$ cat src/rtl/adc_conv_sequencer.sv
// Paces ADC sampling, fires a shared conversion start, waits on chip BUSY, then launches the
// serializer with a one-cycle enable and holds off until it has drained the frame.
module adc_conv_sequencer #(
  parameter int ADC_CHIP_NO = 4,
  parameter int SAMPLE_DIV  = 1500,
  parameter int CONVST_LOW  = 3,
  parameter int TIMEOUT     = 1023
) (
  input  logic                   clkin,
  input  logic                   rst,
  input  logic                   run,
  input  logic [ADC_CHIP_NO-1:0] busy,
  input  logic                   ser_busy,
  input  logic                   clr_err,
  output logic                   convst_bar,
  output logic                   enable,
  output logic [15:0]            frame_cnt,
  output logic [7:0]             ovr_cnt,
  output logic                   overrun,
  output logic                   timeout_err,
  output logic [2:0]             state_dbg
);

  localparam int DIV_W = $clog2(SAMPLE_DIV);
  localparam int TMO_W = $clog2(TIMEOUT + 1);
  localparam int CV_W  = (CONVST_LOW > 1) ? $clog2(CONVST_LOW) : 1;

  localparam logic [DIV_W-1:0] DIV_LAST = DIV_W'(SAMPLE_DIV - 1);
  localparam logic [TMO_W-1:0] TMO_LAST = TMO_W'(TIMEOUT - 1);
  localparam logic [CV_W-1:0]  CV_LAST  = CV_W'(CONVST_LOW - 1);

  typedef enum logic [2:0] {
    ST_IDLE     = 3'd0,
    ST_CONVST   = 3'd1,
    ST_WAIT_HI  = 3'd2,
    ST_WAIT_LO  = 3'd3,
    ST_START    = 3'd4,
    ST_WAIT_ACK = 3'd5,
    ST_WAIT_SER = 3'd6
  } state_t;

  state_t                 state_q;
  logic [ADC_CHIP_NO-1:0] bsy_meta_q, bsy_s_q;
  logic                   sbsy_meta_q, sbsy_s_q;
  logic [DIV_W-1:0]       div_cnt_q, div_cnt_d;
  logic [TMO_W-1:0]       tmo_cnt_q;
  logic [CV_W-1:0]        cv_cnt_q;
  logic                   convst_bar_q, enable_q, overrun_q, timeout_err_q;
  logic [15:0]            frame_cnt_q;
  logic [7:0]             ovr_cnt_q;
  logic                   tick, drop, in_wait, exit_now, tmo_hit;

  // busy and ser_busy are asynchronous to clkin; only the second flop is ever used.
  always_ff @(posedge clkin) begin
    if (rst) begin
      bsy_meta_q  <= '0;
      bsy_s_q     <= '0;
      sbsy_meta_q <= 1'b0;
      sbsy_s_q    <= 1'b0;
    end else begin
      bsy_meta_q  <= busy;
      bsy_s_q     <= bsy_meta_q;
      sbsy_meta_q <= ser_busy;
      sbsy_s_q    <= sbsy_meta_q;
    end
  end

  always_comb begin
    div_cnt_d = div_cnt_q + 1'b1;
    if (!run || div_cnt_q == DIV_LAST) div_cnt_d = '0;
  end

  always_ff @(posedge clkin) begin
    if (rst) div_cnt_q <= '0;
    else     div_cnt_q <= div_cnt_d;
  end

  assign tick = run && (div_cnt_q == DIV_LAST);
  assign drop = tick && (state_q != ST_IDLE);

  always_comb begin
    in_wait  = 1'b0;
    exit_now = 1'b0;
    case (state_q)
      ST_WAIT_HI:  begin in_wait = 1'b1; exit_now = |bsy_s_q;  end
      ST_WAIT_LO:  begin in_wait = 1'b1; exit_now = ~|bsy_s_q; end
      ST_WAIT_ACK: begin in_wait = 1'b1; exit_now = sbsy_s_q;  end
      ST_WAIT_SER: begin in_wait = 1'b1; exit_now = ~sbsy_s_q; end
      default:     begin in_wait = 1'b0; exit_now = 1'b0;      end
    endcase
    tmo_hit = in_wait && !exit_now && (tmo_cnt_q == TMO_LAST);
  end

  // Serializer handshake: enable is a one-cycle request with no ready qualifier; the serializer
  // acknowledges by raising ser_busy and completes the frame by dropping it again.
  always_ff @(posedge clkin) begin
    if (rst) begin
      state_q       <= ST_IDLE;
      tmo_cnt_q     <= '0;
      cv_cnt_q      <= '0;
      convst_bar_q  <= 1'b1;
      enable_q      <= 1'b0;
      frame_cnt_q   <= '0;
      ovr_cnt_q     <= '0;
      overrun_q     <= 1'b0;
      timeout_err_q <= 1'b0;
    end else begin
      if (clr_err) begin
        overrun_q     <= 1'b0;
        timeout_err_q <= 1'b0;
        ovr_cnt_q     <= drop ? 8'd1 : 8'd0;
      end else begin
        if (drop) begin
          overrun_q <= 1'b1;
          if (ovr_cnt_q != 8'hFF) ovr_cnt_q <= ovr_cnt_q + 8'd1;
        end
        if (tmo_hit) timeout_err_q <= 1'b1;
      end

      if (in_wait && !exit_now) begin
        if (tmo_hit) state_q   <= ST_IDLE;
        else         tmo_cnt_q <= tmo_cnt_q + 1'b1;
      end

      case (state_q)
        ST_IDLE: begin
          if (tick) begin
            state_q      <= ST_CONVST;
            convst_bar_q <= 1'b0;
            cv_cnt_q     <= '0;
          end
        end
        ST_CONVST: begin
          if (cv_cnt_q == CV_LAST) begin
            state_q      <= ST_WAIT_HI;
            convst_bar_q <= 1'b1;
            tmo_cnt_q    <= '0;
          end else begin
            cv_cnt_q <= cv_cnt_q + 1'b1;
          end
        end
        ST_WAIT_HI: begin
          if (exit_now) begin
            state_q   <= ST_WAIT_LO;
            tmo_cnt_q <= '0;
          end
        end
        ST_WAIT_LO: begin
          if (exit_now) begin
            state_q  <= ST_START;
            enable_q <= 1'b1;
          end
        end
        ST_START: begin
          state_q   <= ST_WAIT_ACK;
          enable_q  <= 1'b0;
          tmo_cnt_q <= '0;
        end
        ST_WAIT_ACK: begin
          if (exit_now) begin
            state_q   <= ST_WAIT_SER;
            tmo_cnt_q <= '0;
          end
        end
        ST_WAIT_SER: begin
          if (exit_now) begin
            state_q     <= ST_IDLE;
            frame_cnt_q <= frame_cnt_q + 16'd1;
          end
        end
        default: state_q <= ST_IDLE;
      endcase
    end
  end

  assign convst_bar  = convst_bar_q;
  assign enable      = enable_q;
  assign frame_cnt   = frame_cnt_q;
  assign ovr_cnt     = ovr_cnt_q;
  assign overrun     = overrun_q;
  assign timeout_err = timeout_err_q;
  assign state_dbg   = state_q;

endmodule

$ cat config.mk
export PLATFORM = sky130hd
export DESIGN_NAME = adc_conv_sequencer
export DESIGN_NICKNAME = d
export VERILOG_FILES = /design/src/rtl/adc_conv_sequencer.sv
export SDC_FILE = /design/constraint.sdc
export NUM_CORES = 1
export LEC_CHECK = 0
export ABC_AREA = 1
export BUFFER_PORTS_ARGS = -buffer_cell sky130_fd_sc_hd__buf_2
export CAP_MARGIN = 15
export CORE_UTILIZATION = 55
export CTS_BUF_LIST = sky130_fd_sc_hd__clkbuf_4 sky130_fd_sc_hd__clkbuf_8
export DETAILED_ROUTE_END_ITERATION = 10
export GPL_ROUTABILITY_DRIVEN = 1
export PLACE_DENSITY = 0.76
export SLEW_MARGIN = 30
export SYNTH_ARGS = -nofsm -noshare
export SYNTH_HDL_FRONTEND = slang
export SYNTH_SLANG_ARGS = --single-unit
$ cat constraint.sdc
create_clock -name clkin -period 4 [get_ports clkin]
set_input_delay 0.6 -clock clkin [delete_from_list [all_inputs] [get_ports clkin]]
set_output_delay 0.6 -clock clkin [all_outputs]
set_load 0.05 [all_outputs]
Yosys cells after proc, flatten, opt, wreduce, memory -nomap -nowiden
Cells that the tools add are included.

Bits in registers: 64. Word-level logic and storage cells: 86.

$add $sub $neg: 5. Mux-type cells: 28. Reduce and logical (&&, ||, !) cells: 24. Equality and inequality tests: 14. Bitwise logic cells: 1.

Operators with widths (number): two-way mux 10 bit (4); one-hot mux 10 bit (3 select lines) (1); two-way mux 3 bit (8); two-way mux 8 bit (3); one-hot mux 3 bit (7 select lines) (1); adder 16 x 1 -> 16 bit, second input constant (1); adder 11 x 1 -> 11 bit, second input constant (1); == test 11 bit, second input constant (1); adder 10 x 1 -> 10 bit, second input constant (1); == test 10 bit, second input constant (1); == test 3 bit, second input constant (3); adder 8 x 1 -> 8 bit, second input constant (1); inequality test 2 bit, second input constant (4); inequality test 8 bit, second input constant (1); nonzero test 2 bit (4); OR reduction 4 bit (2); == test 3 x 2 -> 1 bit, second input constant (2); AND reduction 2 bit (3); AND reduction 3 bit (2); OR reduction 2 bit (3); two-way mux 1 bit (5); logical AND 1 bit (4); two-way mux 2 bit (2); one-hot mux 1 bit (2 select lines) (2); 10 further kinds (12).

Depth between registers and ports, before layout
Gate-level depths: netlist of run 1.

Depth in word-level cells: 10. Mapped depth: 12. Gate-level depth less buffers: 11.

Worst setup path after synthesis of run 1
OpenSTA, ideal clock, no wires.

Path type: register -> register. Start point: reg ovr_cnt_q[0], in the netlist ovr_cnt[0]. End point: reg ovr_cnt_q[7], in the netlist ovr_cnt[7]. Clock period less this slack: 1977 ps. Stages on the path, launching flop included: 11. Slack: 2023 ps. Library setup time: 132 ps. Arrival time: 1845 ps. Cell sequence: dfxtp_1 > ha_1 > nand3_1 > nor2_1 > nand2_1 > nor2_1 > nand2_1 > nand3_1 > nand2_1 > nand2_1 > a21oi_1.

Word-level cells in the longest chain between the ends: 4.

Ends and longest elaborated chain: start: declaration (RTL line 50) `logic [7:0] ovr_cnt_q;`; start signal: assignment (RTL line 111) `ovr_cnt_q <= drop ? 8'd1 : 8'd0;`; start signal: assignment (RTL line 115) `if (ovr_cnt_q != 8'hFF) ovr_cnt_q <= ovr_cnt_q + 8'd1;`; adder 8 x 1 -> 8 bit (RTL line 115); two-way mux 8 bit (RTL line 115); two-way mux 8 bit (RTL line 113) `if (drop) begin`; two-way mux 8 bit (RTL line 108) `if (clr_err) begin`.

Parallel ways exist; a longest one is shown, timed or not. The select of a mux whose other input is x is not followed. A chain may end at the register's enable or synchronous reset.

Final worst setup path of run 1
Start point: reg state_q[1], in the netlist state_dbg[1]. End point: out state_dbg[1].

RTL lines: start: declaration (RTL line 42) `state_t state_q;`; start signal: assignment (RTL line 98) `state_q <= ST_IDLE;`; start signal: assignment (RTL line 121) `if (tmo_hit) state_q <= ST_IDLE;`; start signal: assignment (RTL line 128) `state_q <= ST_CONVST;`; end: declaration (RTL line 21) `output logic [2:0] state_dbg`.

No word-level cell between the ends.

==> reports/qor.csv, run 1 <==
stage,metric,value,unit
cells_and_area,fill_cells,520,
placement,io_buffers,39,
floorplanning,die_area,0.006280,mm2
worst_setup_path,cp_slowest_cell,dfxtp_1,
logic_synthesis,yosysSeqAreaShare,0.3904,
clock_tree,clk_pin_slew,70,ps
logic_synthesis,syn-cell-area,0.003282,mm2
worst_setup_path,cp_max_fo,11,
timing,skew,6.788,ps
routing,first_iter_violations,104,
cells_and_area,fin_util,0.6598,
flow_run,maxCapViolations,0,
logic_synthesis,synthTopCellsByArea,"dfxtp_1 39%, nand2_1 11%, inv_1 7.8%",
floorplanning,initial_core_util,0.5817,
worst_setup_path,crit_required,3400,ps
logic_synthesis,yosys_most_used_dff,dfxtp_1,
cells_and_area,nets,529,
floorplanning,dieHeight,79.25,um
floorplanning,dieWidth,79.25,um
timing,fin_crit,1964,ps
logic_synthesis,syn_nets,487,
timing,setup_tns,0,ps
placement,dp_hpwl,5.102,mm
logic_synthesis,synth_cell_types,41,
clock_tree,htreeDepth,3,
clock_tree,cts.path.max_buffers,2,
worst_setup_path,path_delay_family,flip-flops,
global_routing,grt_use_total,0.2318,
clock_tree,cts_root_buffer,clkbuf_8,
global_routing,overflow,0,
global_routing,grt_pass1_wl,11.47,mm
routing,wl,6.793,mm
worst_setup_path,path_class,reg -> out,
global_routing,grt_pass1_vias,2725,
power_and_ir_drop,ir_drop,0.2554,mV
cells_and_area,design_area,0.003722,mm2
status,outcome,"complete, no violations",
floorplanning,core-area,0.005642,mm2
clock_tree,hold_buffers,0,
logic_synthesis,synthCells,472,
placement,gp_routability_congestion,0.8553,
routing,vias,3057,
routing,wl_per_cell,11.49,um
logic_synthesis,synth_warnings,0,
worst_setup_path,setup.worst_path.end_class,output port,
worst_setup_path,start_kind,flip-flop,
logic_synthesis,synth_edf_count,0,
timing,drv_slew,0,
worst_setup_path,crit_arrival,1360,ps
logic_synthesis,synth_top_area_frac,0.3904,
worst_setup_path,cp_num_buf_inv,1,
logic_synthesis,synth_area_leader_cell,dfxtp_1,
cells_and_area,drive_gt1_frac,0.1696,
worst_setup_path,crit_chain,buf_2,
placement,dpl-instance-area,0.003521,mm2
logic_synthesis,synthArstFlopShare,0,
floorplanning,io-pin-count,40,
cells_and_area,syn2layout_area_growth,13.42,%
clock_tree,cts_setup_buffers,0,
logic_synthesis,syn_avg_cell_area,6.953,um2
timing,max_freq,509.2,MHz
clock_tree,clk_latency,340,ps
routing,drt_pass1_iterations,5,
timing,hold_violations,0,
logic_synthesis,yosys_register_bits,64,
floorplanning,core.rowCount,27,
global_routing,grt_start_max_net_pins,28,
timing,relSlewSlack,0.6358,
min_path,hold_path_class,reg -> reg,
power_and_ir_drop,leakage,1.552,nW
power_and_ir_drop,powerDensity,329.9,mW/mm2
cells_and_area,antennaDiodeCount,0,
clock_tree,cts_resized,0,
timing,fin_hold_ws,403.4,ps
routing,ant_nets,0,
timing,setup_viol_count_final,0,
clock_tree,cts_tree,built,
timing,period_share,0.4909,
worst_setup_path,reg2reg_slack,2070,ps
clock_tree,cts_buffers,9,
routing,vias_per_cell,5.173,
clock_tree,clock-sinks,64,
worst_setup_path,critPathMaxStageDelay,660,ps
global_routing,antenna_found_initial,0,
timing,rsz0062_at_grt,no,
routing,drc,0,
timing,worst_pin_slew,546.3,ps
==> layout make-up <==
class,count,area [um2],area share
clock buffer,11,145.1,0.03899
clock inverter,5,56.30,0.01513
inverter,72,272.8,0.07328
multi-input combinational,328,1682,0.4518
sequential,64,1281,0.3442
tap,72,90.09,0.02420
timing repair buffer,39,195.2,0.05244
==> kinds of logic (layout without fill, tap and decap cells) <==
group,Yosys count,in the layout,synth area share
fa+ha+maj,6,6,0.02287
xor+xnor,6,6,0.01601
simple gates,252,252,0.3614
compound gates,64,64,0.1121
buf+inv,80,127,0.09722
flops,64,64,0.3904
==> through the flow <==
stage	cells	setup WS (ps)	total power [mW]
after floorplan	472	2023	0.6850
after global placement	575	1872	0.6940
after detailed placement	575	1864	0.6955
after CTS	591	2038	1.246
after global routing	591	1887	1.275
final	591	2036	1.228
==> layer usage <==
metal,GRT usage,routed length (um),up-vias
met5,0,0,-
met4,0.07818,86,0
met3,0.06552,297,10
met2,0.3862,3175,67
met1,0.2860,3233,1378
li1,-,-,1602
==> flip-flops by register name, summed over array words and instances, names as in the netlist <==
| register | cells |
|---|---|
| frame_cnt | 16 |
| div_cnt_q | 11 |
| tmo_cnt_q | 10 |
| ovr_cnt | 8 |
| bsy_meta_q | 4 |
| bsy_s_q | 4 |
| state_dbg | 3 |
| cv_cnt_q | 2 |
| convst_bar | 1 |
| enable | 1 |
| overrun | 1 |
| sbsy_meta_q | 1 |
| sbsy_s_q | 1 |
| timeout_err | 1 |
==> synthesized netlist by cell type, types with 3 or more instances <==
library cell   n
a21oi_1       33
clkbuf_1       5
dfxtp_1       64
ha_1           6
inv_1         68
inv_2          3
nand2_1       94
nand2_2        7
nand3_1       36
nand3_2        3
nand4_1        8
nor2_1        66
nor2_2         4
nor2_4         4
nor3_1        21
o21ai_0       15
xor2_1         5
==> path summary, 6_finish.rpt <==
kind                 start  depth (start not counted)      endpoint
max reg2reg   state_dbg[2]                         11  tmo_cnt_q[3]
min          bsy_meta_q[0]                          2    bsy_s_q[0]
min reg2reg  bsy_meta_q[0]                          2    bsy_s_q[0]
max           state_dbg[1]                          1  state_dbg[1]
==> report_power, final <==
part / leakage [nW] / internal [mW] / switching, mW
clock network: 0.103 / 0.310 / 0.237
logic: 0.932 / 0.0108 / 0.0247
registers: 0.518 / 0.643 / 0.00274
==> placed cells by master, fill, tap and decap left out, types with 3 or more instances in the layout <==
cell	Yosys	final
nand2_2	7	7
inv_2	3	3
dfxtp_1	64	64
ha_1	6	6
xor2_1	5	5
a21oi_1	33	33
buf_2	1	39
nor3_1	21	21
nand4_1	8	8
o21ai_0	15	15
clkbuf_8	0	10
nor2_4	4	4
inv_1	68	68
nand3_1	36	36
nor2_1	66	66
nor2_2	4	4
nand3_2	3	3
nand2_1	94	94
==> worst reg2reg max path, cell delays in order (launching register included) <==
cell     delay (ps)
dfxtp_1         650
inv_1           230
nand3_2         120
nand2_1          70
o21ai_2          80
nand2_2          90
nor2_4          160
nand2_2         130
inv_2           110
nand3_1          80
nand2_1          70
nor2_1           40
Power figures use the tool's default switching activity.
==> inputs of run 2 (changes only) <==
--- a/config.mk
+++ b/config.mk
@@ -5,14 +5,14 @@
 export SDC_FILE = /design/constraint.sdc
 export NUM_CORES = 1
 export LEC_CHECK = 0
-export ABC_AREA = 1
+export ABC_AREA = 0
 export BUFFER_PORTS_ARGS = -buffer_cell sky130_fd_sc_hd__buf_2
 export CAP_MARGIN = 15
 export CORE_UTILIZATION = 55
 export CTS_BUF_LIST = sky130_fd_sc_hd__clkbuf_4 sky130_fd_sc_hd__clkbuf_8
 export DETAILED_ROUTE_END_ITERATION = 10
 export GPL_ROUTABILITY_DRIVEN = 1
-export PLACE_DENSITY = 0.76
+export PLACE_DENSITY = 0.77
 export SLEW_MARGIN = 30
 export SYNTH_ARGS = -nofsm -noshare
 export SYNTH_HDL_FRONTEND = slang
==> constraint.sdc (replaced) <==
create_clock -name clkin -period 1.9 [get_ports clkin]
set_input_delay 0.285 -clock clkin [delete_from_list [all_inputs] [get_ports clkin]]
set_output_delay 0.285 -clock clkin [all_outputs]
set_load 0.05 [all_outputs]
==> run 2 against run 1 <==
Routed wire length is 13% lower. Global-route usage is 0.66 points lower. Synthesized area is 9.2% lower.
==> reports/qor.csv, run 2 <==
stage,metric,value,unit,change
clock_tree,clk_latency,340,ps,about the same
routing,drc,0,,unchanged
status,outcome,"complete, no violations",,
routing,wl_per_cell,12.69,um,+10%
worst_setup_path,critPathCapture,tmo_cnt_q[7],,
clock_tree,clk_pin_slew,60,ps,about the same
logic_synthesis,synthTopCellsByCount,"64 x dfxtp_1, 60 x nor2_1, 21 x nand2_1",,
flow_run,maxCapViolations,0,,unchanged
timing,setup_tns,0,ps,unchanged
logic_synthesis,synthCells,339,,-28%
timing,max_freq,545.9,MHz,
timing,hold_violations,0,,unchanged
timing,relSlewSlack,0.6333,,-0.002544
timing,drv_slew,0,,unchanged
power_and_ir_drop,seqPwrFrac,0.548,,+0.022
floorplanning,die_area,0.005715,mm2,-9.0%
worst_setup_path,crit_required,2130,ps,-1270 ps
timing,setup_viol_count_final,0,,unchanged
power_and_ir_drop,netSwitchingFraction,0.2048,,-0.01035
logic_synthesis,yosys.cell_count.top_type,dfxtp_1,,
clock_tree,cts.path.max_buffers,2,,unchanged
logic_synthesis,yosys_most_used_dff,dfxtp_1,,
global_routing,grt_pass1_wl,9.494,mm,-17%
power_and_ir_drop,combPwrFrac,0.026,,-0.003
timing,fin_crit,1832,ps,
logic_synthesis,synth_cell_types,62,,+51%
global_routing,grt_pass1_vias,2214,,-19%
cells_and_area,design_area,0.003587,mm2,-3.6%
clock_tree,htreeDepth,3,,unchanged
min_path,hold_path_class,in -> reg,,
floorplanning,core.rowCount,26,,-3.7%
routing,vias_per_cell,5.347,,+3.4%
cells_and_area,antennaDiodeCount,0,,unchanged
logic_synthesis,synthTopCellsByArea,"dfxtp_1 43%, nor2_1 7.6%, xnor2_1 5.0%",,
power_and_ir_drop,p_int,1.977,mW,+110%
cells_and_area,drive_gt1_frac,0.2494,,+0.07981
floorplanning,initial_core_util,0.5760,,-0.005770
placement,dp_hpwl,4.130,mm,-19%
clock_tree,cts_root_buffer,clkbuf_8,,
placement,io_buffers,39,,unchanged
cells_and_area,largest_reg_flops,16,,unchanged
global_routing,overflow,0,,unchanged
floorplanning,dieHeight,75.60,um,-4.6%
logic_synthesis,syn-cell-area,0.002979,mm2,-9.2%
worst_setup_path,reg2reg_from,bsy_s_q[2],,
clock_tree,hold_buffers,0,,unchanged
placement,dpl-instance-area,0.003358,mm2,-4.6%
logic_synthesis,synth_top_area_frac,0.4301,,+0.03968
worst_setup_path,timing.rr.end,tmo_cnt_q[7],,
worst_setup_path,reg2reg_slack,70,ps,-2000 ps
placement,place_ws,69.21,ps,-1794 ps
cells_and_area,syn2layout_area_growth,20.41,%,
worst_setup_path,cp_max_fo,5,,-6
cells_and_area,final_common_cell,nor2_1,,
routing,drt_pass1_iterations,7,,+2
cells_and_area,fin_util,0.6935,,+0.03373
cells_and_area,nets,409,,-23%
floorplanning,dieWidth,75.60,um,-4.6%
floorplanning,io-pin-count,40,,unchanged
global_routing,grt_start_max_net_pins,23,,-18%
power_and_ir_drop,leakage,1.391,nW,-10%
timing,period_share,0.9641,,
routing,first_iter_violations,64,,-38%
worst_setup_path,setup.worst_path.end_class,flip-flop,,
timing,fin_hold_ws,158.7,ps,-244.7 ps
logic_synthesis,syn_avg_cell_area,8.788,um2,+26%
worst_setup_path,r2r_cells,5,,-6
logic_synthesis,synth_warnings,0,,unchanged
routing,wl,5.926,mm,-13%
logic_synthesis,synth_area_leader_cell,dfxtp_1,,
routing,ant_nets,0,,unchanged
logic_synthesis,yosys_register_bits,64,,unchanged
power_and_ir_drop,ir_drop,0.6029,mV,+140%
clock_tree,cts_tree,built,,
power_and_ir_drop,powerDensity,693.1,mW/mm2,+110%
logic_synthesis,synthArstFlopShare,0,,unchanged
placement,gp_routability_congestion,0.7794,,-8.9%
clock_tree,clock-sinks,64,,unchanged
power_and_ir_drop,netSwitchingPower,509.3,uW,+93%
timing,rsz0062_at_grt,yes,,
worst_setup_path,crit_arrival,2060,ps,+700 ps
logic_synthesis,yosysSeqAreaShare,0.4301,,+0.03968
timing,worst_pin_slew,546.4,ps,+0.1498 ps
clock_tree,cts_buffers,9,,unchanged
logic_synthesis,synth_edf_count,0,,unchanged
floorplanning,core-area,0.005172,mm2,-8.3%
worst_setup_path,crit_start,bsy_s_q[2],,
worst_setup_path,path_class,reg -> reg,,
timing,setup_slack,68.15,ps,-1968 ps
routing,vias,2497,,-18%
global_routing,grt_use_total,0.2252,,-0.006641
power_and_ir_drop,p_clk_frac,0.426,,-0.019
cells_and_area,final_cell_mix,"60 x nor2_1, 56 x dfxtp_1, 39 x buf_2",,
logic_synthesis,syn_nets,354,,-27%
worst_setup_path,start_kind,flip-flop,,
timing,skew,4.881,ps,-1.907 ps
global_routing,antenna_found_initial,0,,unchanged
[run 2: power groups by stage]
| stage | combinational [mW] | clock [mW] | sequential, mW |
|---|---|---|---|
| 2_1_floorplan | 0.0420 | 0 | 1.39 |
| 3_3_place_gp | 0.0618 | 0 | 1.39 |
| 3_5_place_dp | 0.0625 | 0 | 1.39 |
| 4_1_cts | 0.0626 | 1.10 | 1.36 |
| 5_1_grt | 0.0718 | 1.16 | 1.36 |
| 6_report | 0.0646 | 1.06 | 1.36 |
[run 2: cell families after synthesis]
family	synth area share
xor+xnor	0.08820
flops	0.4301
mux	0.02058
buf+inv	0.03150
compound gates	0.09828
fa+ha+maj	0.02520
simple gates	0.3062
[run 2: critical path: stages (launching register included)]
cell     delay, ps
dfxtp_1        330
nor4_4         420
mux2i_4        160
and2_4         200
nor4_2         250
mux2_2         360
[run 2: area by class of cell]
type                       count  area (um2)
fill                         408        1585
tap                           70       87.58
multi-input combinational    251        1653
timing repair buffer          58       337.8
clock buffer                  14       180.2
sequential                    64        1291
inverter                      10       37.54
[run 2: timing repair]
action                     in CTS  in global routing
setup endpoints to repair       0                 10
resized for setup               0                 10
setup buffers                   0                  0
[run 2: metrics by stage]
stage / power, mW / std cells
2_1_floorplan: 1.431 / 339
3_3_place_gp: 1.452 / 453
3_5_place_dp: 1.454 / 453
4_1_cts: 2.520 / 467
5_1_grt: 2.598 / 467
6_report: 2.486 / 467
[run 2: how the worst min path moves through the flow]
stage,end,slack (ps),cells past startpoint,from
after floorplan,bsy_meta_q[0],410,1,busy[0]
after CTS,bsy_meta_q[2],150,2,busy[2]
final,bsy_meta_q[2],160,2,busy[2]
after detailed placement,bsy_s_q[3],440,1,bsy_meta_q[3]
after global routing,bsy_meta_q[2],170,2,busy[2]
after global placement,sbsy_s_q,430,1,sbsy_meta_q
[run 2: layer usage]
metal | track usage | share of wire
met1 | 0.2525 | 0.46
met2 | 0.3859 | 0.50
met3 | 0.09921 | 0.034
met4 | 0.06996 | 0.010
met5 | 0 | 0
==> inputs of run 3 (changes only) <==
--- a/config.mk
+++ b/config.mk
@@ -8,11 +8,13 @@
 export ABC_AREA = 0
 export BUFFER_PORTS_ARGS = -buffer_cell sky130_fd_sc_hd__buf_2
 export CAP_MARGIN = 15
-export CORE_UTILIZATION = 55
+export CELL_PAD_IN_SITES_DETAIL_PLACEMENT = 0
+export CELL_PAD_IN_SITES_GLOBAL_PLACEMENT = 1
+export CORE_UTILIZATION = 45
 export CTS_BUF_LIST = sky130_fd_sc_hd__clkbuf_4 sky130_fd_sc_hd__clkbuf_8
 export DETAILED_ROUTE_END_ITERATION = 10
 export GPL_ROUTABILITY_DRIVEN = 1
-export PLACE_DENSITY = 0.77
+export PLACE_DENSITY_LB_ADDON = 0.1
 export SLEW_MARGIN = 30
 export SYNTH_ARGS = -nofsm -noshare
 export SYNTH_HDL_FRONTEND = slang
==> run 3 against run 2 <==
Highest routed layer unchanged. Die area up 22%. Clock power up 8%. Via count down 0.84%. Count of clock-buffer cells in the layout down 4. Utilization down 13 points. Register-to-register slack better by 30 ps. Critical path type unchanged. Sequential power about the same. Combinational power up 4.3%.
==> reports/qor.csv, run 3 (synthesis gave the netlist of run 2 again) <==
stage,metric,value,unit,change
status,outcome,"complete, no violations",,
placement,gp_routability_congestion,0.7746,,-0.62%
placement,dpl-instance-area,0.003352,mm2,-0.19%
placement,io_buffers,39,,unchanged
worst_setup_path,reg2reg_slack,100,ps,+30 ps
min_path,whs_path_depth,2,,unchanged
timing,max_freq,556.4,MHz,+1.9%
cells_and_area,fin_util,0.5611,,-0.1324
floorplanning,dieWidth,83.37,um,+10%
cells_and_area,design_area,0.003583,mm2,-0.10%
cells_and_area,antennaDiodeCount,0,,unchanged
worst_setup_path,crit_chain,nor4_4 > mux2i_4 > and2_1 > nor4_2 > mux2_2,,
routing,wl,6.019,mm,+1.6%
timing,skew,5.428,ps,+0.5476 ps
cells_and_area,final_cell_mix,"60 x nor2_1, 55 x dfxtp_1, 39 x buf_2",,
timing,setup_viol_count_final,0,,unchanged
worst_setup_path,reg2reg_from,bsy_s_q[2],,
global_routing,overflow,0,,unchanged
worst_setup_path,cp_num_buf_inv,0,,unchanged
power_and_ir_drop,total_power,2.567,mW,+3.2%
timing,relSlewSlack,0.7174,,+0.08418
worst_setup_path,start_kind,flip-flop,,
routing,drt_pass1_iterations,4,,-3
routing,wl_per_cell,12.67,um,-0.14%
global_routing,grt_pass1_vias,2352,,+6.2%
worst_setup_path,crit_arrival,2030,ps,-30 ps
floorplanning,dieHeight,83.37,um,+10%
placement,dp_hpwl,4.203,mm,+1.7%
min_path,hold_path_class,in -> reg,,
timing,drv_slew,0,,unchanged
routing,ant_nets,0,,unchanged
flow_run,maxCapViolations,0,,unchanged
routing,vias_per_cell,5.213,,-2.5%
timing,hold_violations,0,,unchanged
worst_setup_path,cp_max_fo,5,,unchanged
cells_and_area,largest_reg_flops,16,,unchanged
worst_setup_path,setup.worst_path.end_class,flip-flop,,
clock_tree,clk_pin_slew,70,ps,about the same
clock_tree,cts.path.max_buffers,2,,unchanged
worst_setup_path,crit_start,bsy_s_q[2],,
cells_and_area,nets,408,,-0.24%
routing,first_iter_violations,101,,+58%
cells_and_area,drive_gt1_frac,0.2462,,-0.003139
worst_setup_path,path_class,reg -> reg,,
timing,fin_crit,1797,ps,-34.51 ps
timing,worst_pin_slew,422.6,ps,-123.9 ps
floorplanning,core.rowCount,29,,+12%
timing,period_share,0.9460,,-0.01816
worst_setup_path,crit_required,2130,ps,about the same
clock_tree,clock-sinks,64,,unchanged
worst_setup_path,cp_slowest_cell,nor4_4,,
power_and_ir_drop,powerDensity,716.4,mW/mm2,+3.4%
clock_tree,cts_buffers,9,,unchanged
min_path,min-delay-start,busy[3],,
timing,rsz0062_at_grt,yes,,
clock_tree,cts_root_buffer,clkbuf_8,,
worst_setup_path,timing.rr.end,tmo_cnt_q[7],,
floorplanning,io-pin-count,40,,unchanged
timing,setup_tns,0,ps,unchanged
cells_and_area,syn2layout_area_growth,20.29,%,
worst_setup_path,r2r_cells,5,,unchanged
clock_tree,htreeDepth,3,,unchanged
worst_setup_path,path_delay_family,simple AND/OR/NAND/NOR gates,,
clock_tree,clk_latency,340,ps,about the same
global_routing,grt_start_max_net_pins,23,,unchanged
min_path,hold_end,bsy_meta_q[3],,
global_routing,grt_pass1_wl,10.51,mm,+11%
clock_tree,hold_buffers,0,,unchanged
power_and_ir_drop,ir_drop,0.9837,mV,+63%
cells_and_area,fill_cells,617,,+51%
routing,vias,2476,,-0.84%
floorplanning,initial_core_util,0.4665,,-0.1095
clock_tree,cts_tree,built,,
global_routing,antenna_found_initial,0,,unchanged
floorplanning,core-area,0.006386,mm2,+23%
power_and_ir_drop,leakage,1.367,nW,-1.7%
cells_and_area,final_common_cell,nor2_1,,
routing,drc,0,,unchanged
global_routing,grt_use_total,0.1853,,-0.03987
worst_setup_path,critPathMaxStageDelay,380,ps,-40 ps
floorplanning,die_area,0.006950,mm2,+22%
[run 3: cell types whose count changed in the layout (fill, tap and decap cells not counted), sizes merged]
cell / before / now
bufinv: 0 / 1
clkinvlp: 0 / 2
buf: 58 / 57
clkinv: 0 / 3
clkbuf: 14 / 10
[run 3: worst max-delay path by stage]
stage / endpoint / cells past startpoint
after global placement: tmo_cnt_q[7] / 5
after CTS: tmo_cnt_q[7] / 5
after detailed placement: tmo_cnt_q[7] / 5
after global routing: tmo_cnt_q[7] / 5
final: tmo_cnt_q[7] / 5
after floorplan: tmo_cnt_q[7] / 5
[run 3: area by class of cell]
type	instances	area (um2)	share of cell area
multi-input cells	251	1635	0.4564
flip-flops and latches	64	1292	0.3607
repair buffers	57	330.3	0.09218
clock buffers	10	131.4	0.03666
well taps	77	96.34	0.02689
clock inverters	6	60.06	0.01676
inverters	10	37.54	0.01047
[run 3: worst register-to-register path, cell delays in order (launching register included)]
cell and delay (ps):
dfxtp_1 340, nor4_4 380, mux2i_4 150, and2_1 220, nor4_2 250, mux2_2 360
[run 3: repair_timing]
item	4_1_cts	5_1_grt
endpoints found under the setup margin	0	4
resized for setup	0	7
setup buffers	0	1
[run 3: routing by layer]
layer  track usage  share of wire  wire length, um
met3       0.05567          0.031              184
met4       0.05643          0.014               84
met2        0.3227           0.48             2872
met5             0              0                0
met1        0.2185           0.48             2878
[run 3: power by group]
part,switching [mW],internal [mW],total [mW]
Sequential,0.00765,1.35,1.36
Combinational,0.0373,0.0301,0.0674
Clock,0.526,0.613,1.14
Total,0.571,2.00,2.57
[run 3: metrics by stage]
stage	cells	hold slack, ps	worst slack [ps]
after global routing	475	130.9	-83.06
after CTS	474	133.9	49.38
after detailed placement	458	428.9	66.29
after floorplan	339	413.2	-13.44
final	475	147.6	102.7
after global placement	458	429.4	103.0
